## config.mk

```make
export PLATFORM = sky130hd
export DESIGN_NAME = jam_cost_server
export DESIGN_NICKNAME = d
export VERILOG_FILES = /design/src/rtl/jam_pkg.sv /design/src/rtl/jam_cost_mem.sv /design/src/rtl/jam_cost_server.sv
export SDC_FILE = /design/constraint.sdc
export NUM_CORES = 1
export LEC_CHECK = 0
export BUFFER_PORTS_ARGS = -buffer_cell sky130_fd_sc_hd__buf_2
export CORE_AREA = 3 3 203 205
export CTS_CLUSTER_SIZE = 25
export DETAILED_ROUTE_END_ITERATION = 8
export DIE_AREA = 0 0 206 208
export PLACE_DENSITY = 0.73
export SYNTH_ARGS = -nofsm -noshare
export SYNTH_HDL_FRONTEND = slang
export SYNTH_SLANG_ARGS = --single-unit
```

## constraint.sdc

```tcl
create_clock -name CLK -period 5.3 [get_ports CLK]
set_input_delay 0.795 -clock CLK [delete_from_list [all_inputs] [get_ports CLK]]
set_output_delay 0.795 -clock CLK [all_outputs]
set_load 0.05 [all_outputs]
```

## src/rtl/jam_pkg.sv

```systemverilog
// Shared types and constants for the job-assignment cost server.
package jam_pkg;

  localparam int N_WORKERS = 8;
  localparam int COST_W    = 7;
  localparam int SUM_W     = 10;
  localparam int CNT_W     = 20;
  localparam int IDX_W     = $clog2(N_WORKERS * N_WORKERS);

  typedef enum logic [1:0] {
    LOAD,
    SERVE,
    DONE
  } jam_state_e;

endpackage

```

## src/rtl/jam_cost_mem.sv

```systemverilog
// 64-entry cost register file: one write port, one registered read port.
module jam_cost_mem
  import jam_pkg::*;
#(
  parameter int COST_W = jam_pkg::COST_W
) (
  input  logic              CLK,
  input  logic              RST,
  input  logic              we,
  input  logic [IDX_W-1:0]  waddr,
  input  logic [COST_W-1:0] wdata,
  input  logic              re,
  input  logic [IDX_W-1:0]  raddr,
  output logic [COST_W-1:0] rdata
);

  // Contents survive reset; every entry is rewritten before it can be read.
  logic [COST_W-1:0] mem [2**IDX_W];

  always_ff @(posedge CLK) begin
    if (we) mem[waddr] <= wdata;
  end

  always_ff @(posedge CLK) begin
    if (RST)     rdata <= '0;
    else if (re) rdata <= mem[raddr];
  end

endmodule

```

## src/rtl/jam_cost_server.sv

```systemverilog
// Loads the 8x8 cost table, holds the engine in reset until it is full, then
// serves W/J lookups and captures the engine's single result strobe.
module jam_cost_server
  import jam_pkg::*;
#(
  parameter int COST_W = jam_pkg::COST_W,
  parameter int CNT_W  = jam_pkg::CNT_W
) (
  input  logic              CLK,
  input  logic              RST,
  input  logic              load_valid,
  input  logic [COST_W-1:0] load_data,
  output logic              load_ready,
  output logic              JAM_RST,
  input  logic [2:0]        W,
  input  logic [2:0]        J,
  output logic [COST_W-1:0] Cost,
  input  logic              Valid,
  input  logic [SUM_W-1:0]  MinCost,
  input  logic [3:0]        MatchCount,
  output logic              table_ready,
  output logic              result_valid,
  output logic [SUM_W-1:0]  result_min,
  output logic [3:0]        result_count,
  output logic              result_overrun,
  output logic [CNT_W-1:0]  serve_cycles
);

  jam_state_e       state_q, state_d;
  logic [IDX_W-1:0] ld_idx;
  logic             accept;
  logic             last_beat;

  // Load handshake: a beat transfers on any rising edge where load_valid and
  // load_ready are both high; load_ready is high only in LOAD outside reset.
  assign load_ready = (state_q == LOAD) && !RST;
  assign accept     = load_valid && load_ready;
  assign last_beat  = accept && (ld_idx == IDX_W'(2**IDX_W - 1));

  always_comb begin
    state_d = state_q;
    case (state_q)
      LOAD:    if (last_beat) state_d = SERVE;
      SERVE:   if (Valid)     state_d = DONE;
      DONE:    state_d = DONE;
      default: state_d = LOAD;
    endcase
  end

  always_ff @(posedge CLK) begin
    if (RST) begin
      state_q        <= LOAD;
      ld_idx         <= '0;
      JAM_RST        <= 1'b1;
      table_ready    <= 1'b0;
      result_valid   <= 1'b0;
      result_min     <= '0;
      result_count   <= '0;
      result_overrun <= 1'b0;
      serve_cycles   <= '0;
    end else begin
      state_q <= state_d;
      if (accept) ld_idx <= ld_idx + 1'b1;
      if (last_beat) begin
        JAM_RST     <= 1'b0;
        table_ready <= 1'b1;
      end
      if (state_q == SERVE) begin
        if (serve_cycles != '1) serve_cycles <= serve_cycles + 1'b1;
        if (Valid) begin
          result_min   <= MinCost;
          result_count <= MatchCount;
          result_valid <= 1'b1;
        end
      end
      if (state_q == DONE && Valid) result_overrun <= 1'b1;
    end
  end

  // Lookups run in SERVE and DONE so a late engine read still gets an answer.
  jam_cost_mem #(.COST_W(COST_W)) u_mem (
    .CLK   (CLK),
    .RST   (RST),
    .we    (accept),
    .waddr (ld_idx),
    .wdata (load_data),
    .re    (state_q != LOAD),
    .raddr ({W, J}),
    .rdata (Cost)
  );

endmodule

```

After elaboration in Yosys (flattened, before gate mapping)
Memories as Yosys holds them, arrays and structs flattened. A register that Yosys moved wholly into a read port is not among the register bits.
Cells that the tools add are included.
{"block": "totals", "output_inout_bits": 46, "memories": 1, "input_bits": 31, "ramBits": 448, "elab_cells": 33, "latch_bits": 0, "mem_bits_ro": 0, "reg_bits": 46}
{"memory": "u_mem.mem", "words": 64, "width": 7, "read_ports": 1, "rd_ports_with_merged_regs": 1, "write_ports": 1, "line": "jam_cost_mem.sv:18", "text": "logic [COST_W-1:0] mem [2**IDX_W];"}
{"block": "classes", "addsub": 2, "mux": 5, "mul": 0, "shifts": 0, "reduce_logical": 10, "n_div": 0, "bitwise_logic": 0, "n_eq_ne": 6, "order_cmp": 0}
{"operator": "$add A20 B1 Y20 const B", "n": 1}
{"operator": "$ne A20 B20 Y1 const B", "n": 1}
{"operator": "$add A6 B1 Y6 const B", "n": 1}
{"operator": "$eq A6 B6 Y1 const B", "n": 1}
{"operator": "$pmux W2 S3", "n": 1}
{"operator": "$reduce_and A2 Y1", "n": 3}
{"operator": "$logic_and A1 B1 Y1", "n": 4}
{"operator": "$mux W2", "n": 2}
{"operator": "$ne A2 B2 Y1 const B", "n": 2}
{"operator": "$eq A2 B1 Y1 const B", "n": 1}
{"operator": "$eq A2 B2 Y1 const B", "n": 1}
{"operator": "$logic_not A2 Y1", "n": 1}
{"operator": "$mux W1", "n": 2}
{"operator": "$reduce_bool A2 Y1", "n": 1}
{"operator": "$logic_not A1 Y1", "n": 1}

Longest topological paths before layout
{"block": "logic_depth", "ltp_word": 6, "ltp_mapped": 8, "ltp_nobuf": 7}

Hierarchy
A second synthesis with hierarchy kept.
{"block": "hier_totals", "hier_cells": 1137, "hier_area_um2": 19889.1}
{"mod": "jam_cost_mem", "n_inst": 1, "cells_per_inst": 882, "seq_area_each_um2": 13593.0, "area_each_um2": 17757.0}
{"mod": "jam_cost_server", "n_inst": 1, "cells_per_inst": 255, "seq_area_each_um2": 920.9, "area_each_um2": 2132.0}

Worst setup path after synthesis
OpenSTA, ideal clock, no wires.
{"block": "synth_path", "path_type": "register to output", "start": "register state_q[0]", "end": "output port load_ready", "n_path_buf": 2, "required_time_ns": 4.505, "setup_slack_ns": 2.467, "arrival_time_ns": 2.038, "stages_incl_launch_ff": 6, "path_cell_list": "dfxtp_1 -> inv_1 -> ha_1 -> clkbuf_1 -> buf_1 -> nor2b_1"}
{"block": "synth_via", "elab_chain_len": 2}
{"element": "from (decl)", "line": "jam_cost_server.sv:29", "text": "jam_state_e state_q, state_d;"}
{"element": "from (signal assigned)", "line": "jam_cost_server.sv:62", "text": "state_q <= state_d;"}
{"element": "$logic_not A2 Y1", "line": "jam_cost_server.sv:36", "text": "assign load_ready = (state_q == LOAD) && !RST;"}
{"element": "$logic_and A1 B1 Y1", "line": "jam_cost_server.sv:36"}
{"element": "to (decl)", "line": "jam_cost_server.sv:13", "text": "output logic load_ready,"}
Every way passes these cells.

Worst setup path in the final report
{"block": "layout_path", "start": "register state_q[0]", "end": "memory u_mem.mem[47][5], enable pin"}
{"block": "layout_via", "elab_chain_len": 5}
{"element": "$logic_not A2 Y1", "line": "jam_cost_server.sv:36"}
{"element": "$logic_and A1 B1 Y1", "line": "jam_cost_server.sv:36"}
{"element": "$logic_and A1 B1 Y1", "line": "jam_cost_server.sv:37", "text": "assign accept = load_valid && load_ready;"}
{"element": "$mux W1", "line": "jam_cost_mem.sv:21", "text": "if (we) mem[waddr] <= wdata;"}
{"element": "$mux W1 (not written as such)", "line": "jam_cost_mem.sv:21"}
{"element": "to (decl)", "line": "jam_cost_mem.sv:18"}
Every way passes these cells.

==> flow_metrics.env <==
export IMPL_antenna_cells=0
export IMPL_seq_area_frac_synth_pct=73.4
export IMPL_outcome="finished, final reports clean"
export IMPL_grt_max_degree=91
export IMPL_syn_area_um2=19800
export IMPL_vias=10300
export IMPL_startpoint_type="register"
export IMPL_power_density_nw_per_um2=365
export IMPL_whs_endpoint="result_min[4]"
export IMPL_drc=0
export IMPL_die_w_um=206
export IMPL_cts_resized_gates=0
export IMPL_clock_sinks=501
export IMPL_hold_viol_final=0
export IMPL_numCtsBuffers=49
export IMPL_cts_tree="done"
export IMPL_cp_end_kind="register"
export IMPL_fp_coreArea_um2=39600
export IMPL_hold_path_class="input pin to register"
export IMPL_routed_wl_mm=41.8
export IMPL_htree_levels=2
export IMPL_tightest_slew_ps=1090
export IMPL_gp_congestion=0.831
export IMPL_yosys_area_top_type="edfxtp_1"
export IMPL_antenna_found_initial=0
export IMPL_min_period_ps=3220
export IMPL_fmax_mhz=310
export IMPL_synth_edf_count=448
export IMPL_fin_nets=1227
export IMPL_holdCritStartpoint="MinCost[4]"
export IMPL_grt_overflow=0
export IMPL_reg2regPathDepth=7
export IMPL_peakVddDrop_mv=0.237
export IMPL_critPathRequiredTime_ps=5520
export IMPL_clkTransAtPathRegs_ps=70
export IMPL_grt_setup_unrepaired="no"
export IMPL_crit_fanout=21
export IMPL_r2r_setup_slack_ps=2080
export IMPL_grt_pass1_wl_mm=63.6
export IMPL_initial_core_util_pct=49.9
export IMPL_leakage_nw=7.11
export IMPL_ctsHoldBuffers=0
export IMPL_cp_cell_sequence="inv_1 -> ha_1 -> buf_4 -> nand2_1 -> nor3b_1 -> nand3_1 -> nor2_1"
export IMPL_syn_area_per_cell_um2=17.8
export IMPL_fin_tns_setup_ps=0
export IMPL_worst_path_largest_cell_delay_ps=780
export IMPL_synth_warnings=0
export IMPL_synth_area_leaders="edfxtp_1, mux4_2, dfxtp_1, mux2_2, nor2_1"
export IMPL_ys_async_sr_fraction_pct=0
export IMPL_r2r_start="state_q[0]"
export IMPL_finClkSkew_ps=20.1
export IMPL_vias_per_cell=5.89
export IMPL_ys_ff_latch=501
export IMPL_hold_ws_ps=447
export IMPL_arrival_ps=3440
export IMPL_track_usage_pct=19.6
export IMPL_die_h_um=208
export IMPL_clockBufferDepth=3
export IMPL_routedWlPerCell_um=23.8
export IMPL_fin_crit_sh_pct=60.8
export IMPL_place_hpwl_mm=25.1
export IMPL_cpMaxStageDelayCell="nor2_1"
export IMPL_yosysUniqueCellTypes=49
export IMPL_ios=77
export IMPL_post_cts_buffers=0
export IMPL_synth_top_cell_area_share_pct=68.0
export IMPL_die_area_um2=42800
export IMPL_drive_above_1_share_pct=25.2
export IMPL_r2r_end="u_mem.mem[47][5]"
export IMPL_max_cap_violations=0
export IMPL_grt_pass1_vias=10400
export IMPL_area_delta_synth_final_pct=12.3
export IMPL_num_rows=73
export IMPL_cts_root_buffer="clkbuf_16"
export IMPL_io_buffers=76
export IMPL_setup_viol=0
export IMPL_synth_nets=1148
export IMPL_ys_flop_type="edfxtp_1"
export IMPL_drtPass1Iterations=5
export IMPL_total_power_w=0.00812
export IMPL_drt_iter0_markers=1001
export IMPL_netlist_instances=1111
export IMPL_clk_insertion_delay_late_ps=590
export IMPL_relSlewSlack_pct=27.5
export IMPL_critical_path_class="register to register"
export IMPL_holdPathStages=3
export IMPL_finalMaxSlewViolations=0
export IMPL_fin_util_pct=56.0
export IMPL_ant_nets=0
registers in the layout, summed over array words and instances, names as in the netlist:
register	flops
JAM_RST	1
ld_idx	6
result_count	4
result_min	10
result_overrun	1
result_valid	1
serve_cycles	20
state_q	2
table_ready	1
u_mem.mem	448
u_mem.rdata	7
layer usage:
metal	wire, µm	up-vias	share of wire, %	GRT usage, %
met5	0	-	0	0
met4	1090	0	2.6	6.20
met3	2970	79	7.1	3.69
met2	20500	393	49	31.0
met1	17300	5295	41	28.0
li1	-	4570	-	-
stage by stage:
step,area (µm²),cells,worst slack (ps)
after floorplan,19800,1111,2470
after CTS,22200,1756,2080
after global placement,20600,1664,1670
after detailed placement,20600,1664,1640
final,22200,1756,2080
after global routing,22200,1756,1870
cells in the final DEF, fill, tap and decap left out, types with 5 or more instances in the layout:
cell type  instances
a22oi_1            7
inv_1             11
o21ai_0            9
a2111oi_2          7
dfxtp_1           53
buf_2             75
nand4_1            5
ha_1               6
clkbuf_16         49
and2_1             5
xnor2_1           11
nor3_1            29
a21oi_1           19
a221o_1            7
nand3_1            8
clkbuf_8           8
nor4_1            11
mux4_2            84
edfxtp_1         448
mux2i_1           24
o22ai_1           28
a211oi_1           7
nand2_1           47
nor2_1           100
o211ai_1          11
clkinv_2           8
mux2_2            49
buf_4             11
xor2_1             9
nor2b_1           11
clkbuf_1          14
a22o_1             7
worst max path at each step:
stage                    start  slack, ps               end
finish              state_q[0]       2080  u_mem.mem[47][5]
global route        state_q[0]       1870  u_mem.mem[47][3]
CTS                 state_q[0]       2080  u_mem.mem[39][1]
detailed placement        J[2]       1640    u_mem.rdata[0]
global placement          J[2]       1670    u_mem.rdata[0]
floorplan           state_q[0]       2470        load_ready
cell families after synthesis:
family          synth area share, %
simple gates                   5.84
compound gates                 3.99
buf+inv                        1.99
xor+xnor                      0.885
flops                          73.4
fa+ha+maj                     0.379
mux                            13.6
worst max-delay path: cells and delay by family, from the launching register on:
family / cells / cell delay (ps)
adders and majority gates: 1 / 160
buffers and inverters: 2 / 400
DFF: 1 / 330
and+or+nand+nor: 4 / 1950
power breakdown:
group / internal, W / total, W / switching (W) / leakage [nW]
Combinational: 0.000115 / 0.000313 / 0.000197 / 1.86
Sequential: 0.00430 / 0.00431 / 0.00000379 / 4.45
Clock: 0.00203 / 0.00350 / 0.00147 / 0.797
Total: 0.00645 / 0.00812 / 0.00167 / 7.11
synth_stat cells (11+ instances only):
library cell  number
edfxtp_1         448
inv_1             11
mux2_2            49
mux2i_1           24
nor2b_1           11
a21oi_1           19
buf_2             13
o211ai_1          11
xnor2_1           11
dfxtp_1           53
nor2_1           100
mux4_2            84
nor3_1            29
nand2_1           47
clkbuf_1          26
nor4_1            11
o22ai_1           28
final cells by class:
| class | instances | area [µm²] |
|---|---|---|
| Clock inverter | 21 | 238 |
| Tap cell | 525 | 657 |
| Timing Repair Buffer | 88 | 489 |
| Multi-Input combinational cell | 538 | 4880 |
| Clock buffer | 71 | 1390 |
| Inverter | 12 | 45.0 |
| Sequential cell | 501 | 14500 |
| Fill cell | 3002 | 17400 |
Power figures use the tool's default switching activity.
